$ cat config.mk
export PLATFORM = sky130hd
export DESIGN_NAME = boot_writer_wb
export DESIGN_NICKNAME = d
export VERILOG_FILES = /design/src/rtl/loader_pkg.sv /design/src/rtl/byte_packer.sv /design/src/rtl/boot_writer_wb.sv
export SDC_FILE = /design/constraint.sdc
export NUM_CORES = 1
export LEC_CHECK = 0
export BUFFER_PORTS_ARGS = -buffer_cell sky130_fd_sc_hd__buf_4
export CAP_MARGIN = 20
export CORE_UTILIZATION = 56
export DETAILED_ROUTE_END_ITERATION = 10
export PLACE_DENSITY = 0.9
export SLEW_MARGIN = 15
export SYNTH_ARGS = -nofsm -noshare
export SYNTH_HDL_FRONTEND = slang
export SYNTH_HIERARCHICAL = 1
export SYNTH_SLANG_ARGS = --single-unit
$ cat constraint.sdc
create_clock -name wb_clk_i -period 2.7 [get_ports wb_clk_i]
set_input_delay 0.135 -clock wb_clk_i [delete_from_list [all_inputs] [get_ports wb_clk_i]]
set_output_delay 0.135 -clock wb_clk_i [all_outputs]
set_load 0.05 [all_outputs]
$ cat src/rtl/loader_pkg.sv
// loader_pkg: shared state encoding, widths and defaults for the boot loader writer.
package loader_pkg;
    typedef enum logic [2:0] {S_IDLE, S_COLLECT, S_REQ, S_ACKW, S_DONE} state_t;
    localparam int BYTE_W = 8;
    localparam int WORD_W = 32;
    localparam int SEL_W  = WORD_W / BYTE_W;
    localparam logic [WORD_W-1:0] DEF_BASE_ADDR = 32'h0000_0000;
    localparam int DEF_IDLE_TIMEOUT = 200_000_000;
endpackage

$ cat src/rtl/byte_packer.sv
// byte_packer: little-endian byte-to-word packing with a one-entry holding register for bus-phase bytes.
module byte_packer
    import loader_pkg::*;
(
    input  logic              clk,
    input  logic              rst_n,
    input  logic              i_start,
    input  logic              i_clear,
    input  logic              i_collect,
    input  logic              i_bus,
    input  logic              i_push,
    input  logic [BYTE_W-1:0] i_byte,
    output logic              o_full,
    output logic              o_partial,
    output logic              o_hold_valid,
    output logic              o_overrun,
    output logic [WORD_W-1:0] o_data,
    output logic [SEL_W-1:0]  o_sel
);
    logic [1:0]        r_idx;
    logic [WORD_W-1:0] r_data;
    logic [SEL_W-1:0]  r_sel;
    logic [BYTE_W-1:0] r_hold;
    logic              r_hold_v;
    logic              r_overrun;
    logic              w_pack;
    logic [BYTE_W-1:0] w_byte;

    // a held byte always goes in before the byte arriving in the same cycle
    assign w_pack       = i_collect && (r_hold_v || i_push);
    assign w_byte       = r_hold_v ? r_hold : i_byte;
    assign o_full       = w_pack && (r_idx == 2'd3);
    assign o_partial    = r_idx != 2'd0;
    assign o_hold_valid = r_hold_v;
    assign o_overrun    = r_overrun;
    assign o_data       = r_data;
    assign o_sel        = r_sel;

    always_ff @(posedge clk) begin
        if (!rst_n || i_start) begin
            r_idx     <= '0;
            r_data    <= '0;
            r_sel     <= '0;
            r_hold    <= '0;
            r_hold_v  <= 1'b0;
            r_overrun <= 1'b0;
        end else begin
            if (i_clear) begin
                r_idx  <= '0;
                r_data <= '0;
                r_sel  <= '0;
            end else if (w_pack) begin
                r_data[{r_idx, 3'b000} +: BYTE_W] <= w_byte;
                r_sel[r_idx]                      <= 1'b1;
                r_idx                             <= r_idx + 2'd1;
            end
            if (i_collect) begin
                r_hold_v <= r_hold_v && i_push;
                if (r_hold_v && i_push)
                    r_hold <= i_byte;
            end else if (i_bus && i_push) begin
                if (r_hold_v)
                    r_overrun <= 1'b1;
                else begin
                    r_hold   <= i_byte;
                    r_hold_v <= 1'b1;
                end
            end
        end
    end
endmodule

$ cat src/rtl/boot_writer_wb.sv
// boot_writer_wb: Wishbone master writing the UART byte stream as words into instruction memory.
module boot_writer_wb
    import loader_pkg::*;
#(
    parameter logic [WORD_W-1:0] BASE_ADDR    = DEF_BASE_ADDR,
    parameter int                IDLE_TIMEOUT = DEF_IDLE_TIMEOUT
) (
    input  logic              wb_clk_i,
    input  logic              wb_rst_i,
    input  logic              start_i,
    input  logic              uart_rx_irq,
    input  logic [BYTE_W-1:0] uart_rx_byte,
    output logic              wb_cyc_o,
    output logic              wb_stb_o,
    output logic              wb_we_o,
    output logic [WORD_W-1:0] wb_adr_o,
    output logic [WORD_W-1:0] wb_dat_o,
    output logic [SEL_W-1:0]  wb_sel_o,
    input  logic              wb_stall_i,
    input  logic              wb_ack_i,
    input  logic              wb_err_i,
    output logic              busy_o,
    output logic              done_o,
    output logic              err_o,
    output logic              overrun_o,
    output logic [WORD_W-1:0] word_count_o
);
    state_t            r_state;
    logic              r_cyc, r_stb, r_busy, r_done, r_err, r_flush;
    logic [WORD_W-1:0] r_addr, r_count, r_timer;
    logic              w_full, w_partial, w_hold_v, w_timeout, w_ack, w_start;

    assign w_start = (r_state == S_IDLE) && start_i;
    assign w_ack   = (r_state == S_ACKW) && wb_ack_i && !wb_err_i;
    // a pending held byte is packed first, so it can never be skipped by a timeout
    assign w_timeout = (r_state == S_COLLECT) && (r_timer == 32'(IDLE_TIMEOUT - 1))
                       && !uart_rx_irq && !w_hold_v;

    assign wb_cyc_o     = r_cyc;
    assign wb_stb_o     = r_stb;
    assign wb_we_o      = r_cyc;
    assign wb_adr_o     = r_addr;
    assign busy_o       = r_busy;
    assign done_o       = r_done;
    assign err_o        = r_err;
    assign word_count_o = r_count;

    byte_packer u_packer (
        .clk          (wb_clk_i),
        .rst_n        (wb_rst_i),
        .i_start      (w_start),
        .i_clear      (w_ack),
        .i_collect    (r_state == S_COLLECT),
        .i_bus        (r_state == S_REQ || r_state == S_ACKW),
        .i_push       (uart_rx_irq),
        .i_byte       (uart_rx_byte),
        .o_full       (w_full),
        .o_partial    (w_partial),
        .o_hold_valid (w_hold_v),
        .o_overrun    (overrun_o),
        .o_data       (wb_dat_o),
        .o_sel        (wb_sel_o)
    );

    always_ff @(posedge wb_clk_i) begin
        if (!wb_rst_i) begin
            r_state <= S_IDLE;
            r_cyc   <= 1'b0;
            r_stb   <= 1'b0;
            r_busy  <= 1'b0;
            r_done  <= 1'b0;
            r_err   <= 1'b0;
            r_flush <= 1'b0;
            r_addr  <= '0;
            r_count <= '0;
            r_timer <= '0;
        end else begin
            r_done <= 1'b0;
            case (r_state)
                S_IDLE: if (start_i) begin
                    r_state <= S_COLLECT;
                    r_busy  <= 1'b1;
                    r_err   <= 1'b0;
                    r_flush <= 1'b0;
                    r_addr  <= BASE_ADDR;
                    r_count <= '0;
                    r_timer <= '0;
                end
                S_COLLECT: begin
                    r_timer <= uart_rx_irq ? '0 : r_timer + 32'd1;
                    if (w_full || (w_timeout && w_partial)) begin
                        r_state <= S_REQ;
                        r_cyc   <= 1'b1;
                        r_stb   <= 1'b1;
                        r_flush <= !w_full;
                        r_timer <= '0;
                    end else if (w_timeout) begin
                        r_state <= S_DONE;
                        r_done  <= 1'b1;
                        r_timer <= '0;
                    end
                end
                S_REQ: if (!wb_stall_i) begin
                    r_state <= S_ACKW;
                    r_stb   <= 1'b0;
                end
                S_ACKW: if (wb_err_i) begin
                    r_state <= S_DONE;
                    r_cyc   <= 1'b0;
                    r_done  <= 1'b1;
                    r_err   <= 1'b1;
                end else if (wb_ack_i) begin
                    r_state <= r_flush ? S_DONE : S_COLLECT;
                    r_cyc   <= 1'b0;
                    r_done  <= r_flush;
                    r_addr  <= r_addr + 32'd4;
                    r_count <= r_count + 32'd1;
                end
                S_DONE: begin
                    r_state <= S_IDLE;
                    r_busy  <= 1'b0;
                end
                default: r_state <= S_IDLE;
            endcase
        end
    end
endmodule

## Yosys cells after proc, flatten, opt, wreduce, memory -nomap -nowiden

Index checks and enable logic that the tools add are counted.

| word-level totals | value |
|---|---|
| input bits | 15 |
| logic and storage cells | 128 |
| register bits after elaboration | 153 |

| cells by class | value |
|---|---|
| shift operators | 2 |
| eq/ne operators | 15 |
| bitwise gates (word level) | 2 |
| reduce and logical (&&, ||, !) cells | 40 |
| muxes and demuxes | 46 |
| add/sub/neg operators | 5 |
| order comparisons | 2 |

Operators with widths:

| operator | number |
|---|---|
| $mux W32 | 8 |
| $pmux W32 S2 | 3 |
| $add A32 B1 Y32 const B | 2 |
| $add A32 B3 Y32 const B | 1 |
| $bwmux W32 | 1 |
| $eq A32 B28 Y1 const B | 1 |
| $mux W8 | 4 |
| $shift A8 B7 Y32 const A | 1 |
| $shiftx A8 B7 Y32 | 1 |
| $mux W3 | 7 |
| $mux W1 | 15 |
| $reduce_and A3 Y1 | 5 |
| $ne A2 B2 Y1 const B | 7 |
| $reduce_bool A2 Y1 | 7 |
| $logic_and A1 B1 Y1 | 12 |
| $pmux W1 S2 | 6 |
| $pmux W3 S4 | 1 |
| $reduce_and A4 Y1 | 2 |
| $neg A5 Y7 | 1 |
| $eq A3 B2 Y1 const B | 2 |
| $ne A3 B3 Y1 const B | 2 |
| $reduce_and A2 Y1 | 3 |
| $logic_not A1 Y1 | 5 |
| $logic_or A1 B1 Y1 | 4 |
| other kinds (11) | 11 |

## Longest topological paths before layout

Gate-level depths: netlist of run 1.

| logic depth | value |
|---|---|
| depth after elaboration | 8 |
| depth in mapped cells | 9 |

## Modules after synthesis

Netlist of run 1, hierarchy kept.

By module, submodules not included:

| module | area each (um^2) | instances | seq. area each (um^2) | cells an instance |
|---|---|---|---|---|
| boot_writer_wb | 4946.0 | 1 | 2062.0 | 592 |
| byte_packer | 2009.4 | 1 | 960.9 | 181 |

## Worst setup path before layout of run 1

OpenSTA, ideal clock, no wires.

| path | value |
|---|---|
| kind | flip-flop to flip-flop |
| start point | reg r_state[2] |
| end point | reg r_state[1] |
| stages on the path, launching flop included | 9 |
| library setup time | 0.117 ns |
| data required time | 2.583 ns |
| data arrival time | 2.199 ns |
| setup slack | 0.384 ns |
| cell sequence | dfxtp_1 nor3b_2 o21a_2 buf_4 and2_1 nand2b_1 clkbuf_1 o211ai_1 a32o_1 |

| between the ends | value |
|---|---|
| elaborated cells between the ends (all ways) | 18 |
| classes of those cells | eq/ne: 7; mux: 2; reduce/logical: 9 |

RTL lines:

| element | line | text |
|---|---|---|
| start: declaration | boot_writer_wb.sv:28 | `state_t r_state;` |
| start signal: assignment | boot_writer_wb.sv:113 | `r_state <= r_flush ? S_DONE : S_COLLECT;` |
| $eq A3 B1 Y1 (*) | boot_writer_wb.sv:53 | `.i_collect (r_state == S_COLLECT),` |
| $logic_and A1 B1 Y1 (*) | byte_packer.sv:30 | `assign w_pack = i_collect && (r_hold_v \|\| i_push);` |
| $logic_and A1 B1 Y1 (*) | byte_packer.sv:32 | `assign o_full = w_pack && (r_idx == 2'd3);` |
| net w_full | boot_writer_wb.sv:31 | `logic w_full, w_partial, w_hold_v, w_timeout, w_ack, w_start;` |
| $logic_or A1 B1 Y1 (*) | boot_writer_wb.sv:91 | `if (w_full \|\| (w_timeout && w_partial)) begin` |
| $ne A3 B3 Y1 (no source line) / $mux W3 (equally long branches) | n/a |  |
| $reduce_and A4 Y1 (no source line) / $pmux W3 S4 (equally long branches) | n/a |  |

The timed path passes the listed nets; every way through them passes the cells marked *.
A chain may end at the register's enable or synchronous reset.

## Worst setup path in the final report of run 1

| path | value |
|---|---|
| start point | reg r_state[0] |
| end point | reg r_timer[30] |

| between the ends | value |
|---|---|
| longest elaborated chain between the ends | 8 |
| elaborated cells between the ends (all ways) | 15 |
| classes of those cells | eq/ne: 2; mux: 3; reduce/logical: 10 |

Ends and longest elaborated chain:

| element | line | text |
|---|---|---|
| $eq A3 B1 Y1 | boot_writer_wb.sv:36, boot_writer_wb.sv:53, boot_writer_wb.sv:79 |  |
| $logic_and A1 B1 Y1 | boot_writer_wb.sv:36 | `assign w_timeout = (r_state == S_COLLECT) && (r_timer == 32'(IDLE_TIMEOUT - 1))` |
| $logic_and A1 B1 Y1 (2 in a row) | boot_writer_wb.sv:37 | `&& !uart_rx_irq && !w_hold_v;` |
| $logic_and A1 B1 Y1 | boot_writer_wb.sv:91 |  |
| $logic_or A1 B1 Y1 | boot_writer_wb.sv:91 |  |
| $mux W32 | boot_writer_wb.sv:91 |  |
| $pmux W32 S2 | boot_writer_wb.sv:79 | `case (r_state)` |
| end signal: assignment | boot_writer_wb.sv:90 | `r_timer <= uart_rx_irq ? '0 : r_timer + 32'd1;` |
| end: declaration | boot_writer_wb.sv:30 | `logic [WORD_W-1:0] r_addr, r_count, r_timer;` |

Several ways; a longest one is shown, not always the timed one.

==> results of run 1 <==
-- cell families (layout without fill, tap and decap cells) --
kind of cell	count (synthesis)	count (layout)	share of synthesized area [%]
buffers and inverters	62	193	4.35
xor gates and xnor gates	69	69	8.69
muxes	11	11	1.58
DFF	151	151	43.5
adders and majority gates	11	11	1.98
and+or+nand+nor	336	336	25.4
AOI/OAI and AO/OA	132	132	14.5
other	1	2	0.0539
-- cells in the mapped netlist, drive strengths merged (18+ instances only) --
cell    instances
dfxtp         151
buf            19
nand3          32
nand4          24
xor2           26
a21oi          42
nor4           20
inv            22
nor2          118
nand2          39
xnor2          43
o21ai          18
nor3           23
clkbuf         21
a22o           32
-- state kept, by name, summed over array words and instances (netlist names), 2 cells and up --
name / flops
r_timer: 32
u_packer/o_data: 32
word_count_o: 32
wb_adr_o: 30
u_packer/r_hold: 8
u_packer/o_sel: 4
r_state: 3
u_packer/r_idx: 2
-- area by class of cell --
type | count | area (um^2) | area share [%]
clock buffers | 21 | 440 | 5.06
clock inverters | 11 | 244 | 2.80
inverters | 22 | 82.6 | 0.949
multi-input cells | 561 | 3640 | 41.9
flip-flops and latches | 151 | 3020 | 34.8
well taps | 168 | 210 | 2.42
repair buffers | 139 | 1050 | 12.1
-- per-layer routing --
layer  up-vias  track usage (%)
li1       3000                -
met1      2972             34.7
met2       200             44.9
met3        34             5.74
met4         0             9.74
met5         -                0
-- metrics by stage --
step                      cell area, um^2  std cells  power (mW)
after floorplan                      6960        774        3.32
after global placement               7970       1037        3.53
after global routing                 8700       1073        6.53
after CTS                            8700       1073        6.32
final                                8700       1073        6.33
after detailed placement             7970       1037        3.56
-- worst paths after layout --
check / cells after the start / slack, ps / startpoint / end
min reg2reg: 1 / 470 / u_packer/o_data[8]$_SDFFE_PP0P_ / u_packer/o_data[8]$_SDFFE_PP0P_
min: 2 / 10 / uart_rx_byte[5] / u_packer/r_hold[5]$_SDFFE_PP0P_
max reg2reg: 6 / 250 / r_state[0]$_SDFFE_PN0P_ / r_timer[30]$_SDFFE_PN0P_
max: 6 / 250 / r_state[0]$_SDFFE_PN0P_ / r_timer[30]$_SDFFE_PN0P_
-- power by group through the flow --
stage                     logic [mW]  clock network, mW  registers (mW)
final                           1.16               2.77            2.39
after global routing            1.24               2.88            2.40
after CTS                       1.15               2.78            2.39
after detailed placement        1.12                  0            2.44
after global placement          1.10                  0            2.43
after floorplan                0.821                  0            2.49
-- worst max-delay path, delay by kind of cell (launching register included) --
family / cells / cell delay [ps]
AO/OA/AOI/OAI: 1 / 250
buffers and inverters: 1 / 290
flip-flops: 1 / 570
AND/OR/NAND/NOR: 4 / 1230
-- what timing repair did --
item                      in CTS  in global routing
hold buffers                   4                  0
gates resized for setup        0                  0
hold endpoints to repair       4                  0
==> impl_metrics.json, run 1 <==
{
  "status": "finished clean",
  "synthArstFlopShare_pct": 0,
  "layout_commonest_cell": "dfxtp_1",
  "critPathArrivalTime_ps": 2750,
  "swShare_pct": 29.0,
  "synth_seq_cells": 151,
  "antenna_found_initial": 0,
  "setup_tns_ps": 0,
  "die_x_um": 113,
  "critPathRequiredTime_ps": 3000,
  "peakVddDrop_v": 0.000476,
  "drive_gt1_share_pct": 21.1,
  "cts_buffer_depth": 2,
  "worst_slack_ps": 250,
  "slew_viol_final": 0,
  "fin_crit_sh_pct": 90.7,
  "switching_power_mw": 1.83,
  "p_leak_nw": 3.22,
  "p_int_mw": 4.50,
  "slew_headroom_pct": 29.7,
  "worst-path-max-fanout": 25,
  "start_util_pct": 57.7,
  "drt-wirelength-per-cell_um": 16.1,
  "cp-end-kind": "register",
  "yosys_warnings": 6,
  "rsz0062_at_grt": "false",
  "finalNetCount": 918,
  "rows": 40,
  "synth_cells": 773,
  "clkTransAtPathRegs_ps": 60,
  "syn-mean-instance-area_um2": 9.00,
  "cts-root-buf": "clkbuf_16",
  "holdCritPathClass": "in -> reg",
  "setup_viol": 0,
  "wl_met2_um": 8460,
  "final_util_pct": 72.1,
  "post_cts_buffers": 0,
  "seq_area_frac_synth_pct": 43.5,
  "worstMarginPinSlew_ps": 1050,
  "io_pins": 122,
  "die_h_um": 113,
  "gp_congestion": 0.883,
  "route.met3.wl_um": 800,
  "crit_chain": "nor3b_2, nand4_1, or4_1, a32oi_2, buf_4, nor2_1",
  "cp-start-kind": "register",
  "h-tree-depth": 4,
  "fin_worst_skew_ps": 9.05,
  "wl_um": 17300,
  "synth_area_leaders": "dfxtp_1 43%, nor2_1 6.2%, xnor2_1 5.4%",
  "grt_pass1_wl_um": 27900,
  "place_ws_ps": 330,
  "fmax_mhz": 408,
  "grtUsageTotal_pct": 27.0,
  "cts_tree": "done",
  "crit_type": "reg -> reg",
  "wl_met1_um": 7700,
  "viasPerCell": 5.78,
  "synth_edf_count": 0,
  "synth_top_flop_cell": "dfxtp_1",
  "cpPeakStageDelay_ps": 700,
  "io_buffers": 119,
  "core_area_um2": 12100,
  "postRouteAntennaNets": 0,
  "clkPwrFrac_pct": 43.8,
  "die-area_um2": 12900,
  "min_period_ps": 2450,
  "diodes": 0,
  "first_pass_iters": 5,
  "synthToLayoutAreaGrowth_pct": 25.1,
  "top_layer_used": "met4",
  "drt-initial-drc-count": 497,
  "fillCellCount": 861,
  "drv_cap": 0,
  "power_frac_comb_pct": 18.4,
  "cts_made_buffers": 17,
  "syn_area_um2": 6960,
  "clk_latency_ps": 420,
  "synth_top_area_share_pct": 43.5,
  "hpwl_um": 11500,
  "synth_area_leader_cell": "dfxtp_1",
  "drc": 0,
  "powerDensity_nw_per_um2": 728,
  "layout_common_cells": "151 x dfxtp_1, 135 x buf_4, 114 x nor2_1",
  "grt_max_degree": 60,
  "slowest_stage": "or4_1",
  "ys_types": 67,
  "grt_overflow": 0,
  "p_seq_share_pct": 37.8,
  "clkSinkCount": 151,
  "first_global_vias": 5765,
  "fin_hold_ws_ps": 9.61,
  "num_vias": 6206,
  "finalHoldViolCount": 0
}
No activity file was read; power rests on OpenSTA's default activity.
==> run 2: changes to the inputs <==
Settings changed: CORE_UTILIZATION 56 to 60, PLACE_DENSITY 0.9 to 0.95.
Clock period 2.7 ns to 3 ns, I/O delays scaled along.
==> impl_metrics.json, run 2 (synthesis results as in run 1) <==
{
  "grt_overflow": 0,
  "cp-start-kind": "register",
  "worst-path-max-fanout": 13,
  "cts_hold_buf": 0,
  "drive_gt1_share_pct": 21.0,
  "p_leak_nw": 3.15,
  "cts_buffer_depth": 2,
  "first_pass_iters": 6,
  "layout_commonest_cell": "dfxtp_1",
  "layout_common_cells": "151 x dfxtp_1, 131 x buf_4, 114 x nor2_1",
  "slew_headroom_pct": 33.0,
  "powerDensity_nw_per_um2": 627,
  "regToRegSetupSlack_ps": 410,
  "worstMarginPinSlew_ps": 1000,
  "clkSinkCount": 151,
  "die_x_um": 110,
  "synthToLayoutAreaGrowth_pct": 22.3,
  "drt-initial-drc-count": 588,
  "core_area_um2": 11100,
  "setup_tns_ps": 0,
  "drv_cap": 0,
  "post_cts_buffers": 0,
  "cpPeakStageDelay_ps": 700,
  "grt-busiest-layer": "met2",
  "use_met1_pct": 35.2,
  "grt_max_degree": 60,
  "diodes": 0,
  "io_buffers": 119,
  "viasPerCell": 6.02,
  "cp-end-kind": "register",
  "critPathRequiredTime_ps": 3310,
  "io_pins": 122,
  "status": "finished clean",
  "fin_crit_sh_pct": 86.2,
  "drt-wirelength-per-cell_um": 16.8,
  "fin_worst_skew_ps": 5.07,
  "first_global_vias": 5803,
  "h-tree-depth": 4,
  "holdCritPathClass": "in -> reg",
  "num_vias": 6244,
  "cts-root-buf": "clkbuf_16",
  "grtUsageMet2_pct": 48.7,
  "clk_latency_ps": 420,
  "slowest_stage": "or4_1",
  "cts_tree": "done",
  "crit_chain": "nor3b_2, nand4_1, or4_1, a32oi_2, buf_4, nor2_1",
  "cts.repair.resized": 0,
  "crit_type": "reg -> reg",
  "postRouteAntennaNets": 0,
  "wl_um": 17500,
  "die-area_um2": 12000,
  "rows": 38,
  "finalHoldViolCount": 0,
  "gp_congestion": 0.879,
  "cts_made_buffers": 17,
  "start_util_pct": 62.8,
  "critPathArrivalTime_ps": 2900,
  "fmax_mhz": 387,
  "min_period_ps": 2590,
  "rsz0062_at_grt": "false",
  "hpwl_um": 11700,
  "antenna_found_initial": 0,
  "fin_hold_ws_ps": 21.1,
  "drc": 0,
  "grt_pass1_wl_um": 27300,
  "clkTransAtPathRegs_ps": 60,
  "grt_util_met3_pct": 7.05,
  "slew_viol_final": 0,
  "die_h_um": 110,
  "peakVddDrop_v": 0.000570,
  "setup_viol": 0,
  "grtUsageTotal_pct": 29.3,
  "finalNetCount": 910
}
-- run 2: final cells by class --
type / count / area [um^2]
Sequential cell: 151 / 3020
Timing Repair Buffer: 131 / 983
Inverter: 22 / 82.6
Clock inverter: 9 / 123
Clock buffer: 23 / 478
Multi-Input combinational cell: 561 / 3640
Tap cell: 140 / 175
Fill cell: 729 / 2570
-- run 2: worst paths after layout --
check,end,cells past startpoint,startpoint
setup / recovery,r_timer[28]$_SDFFE_PN0P_,6,r_state[0]$_SDFFE_PN0P_
hold / removal,u_packer/r_hold[4]$_SDFFE_PP0P_,2,uart_rx_byte[4]
setup reg to reg,r_timer[28]$_SDFFE_PN0P_,6,r_state[0]$_SDFFE_PN0P_
hold reg to reg,u_packer/o_sel[0]$_SDFFE_PP0P_,2,u_packer/o_sel[0]$_SDFFE_PP0P_
-- run 2: power breakdown --
group          leakage (nW)  internal, mW  switching, mW
Combinational          1.64         0.309          0.694
Clock                 0.297          1.37          0.793
Sequential             1.22          2.07         0.0984
Total                  3.15          3.75           1.59
-- run 2: metal layers --
| metal | vias up | share of wire (%) |
|---|---|---|
| met4 | 0 | 2.9 |
| met2 | 248 | 48 |
| met1 | 2953 | 43 |
| met5 | - | 0 |
| li1 | 2995 | - |
| met3 | 48 | 5.9 |
-- run 2: metrics by stage --
stage	std cells	cell area, um^2	total power [mW]	utilization [%]	worst slack, ps
after floorplan	774	6960	2.98	-	684
after global placement	1005	7910	3.15	71.4	515
after detailed placement	1005	7910	3.18	71.4	443
after CTS	1037	8510	5.32	76.8	451
after global routing	1037	8510	5.53	76.8	280
final	1037	8510	5.33	76.8	413
-- run 2: worst max-delay path: cells and delay by family, from the launching register on --
| kind | cells | cell delay (ps) |
|---|---|---|
| AO/OA/AOI/OAI | 1 | 480 |
| buffers and inverters | 1 | 250 |
| flip-flops | 1 | 540 |
| AND/OR/NAND/NOR | 4 | 1210 |
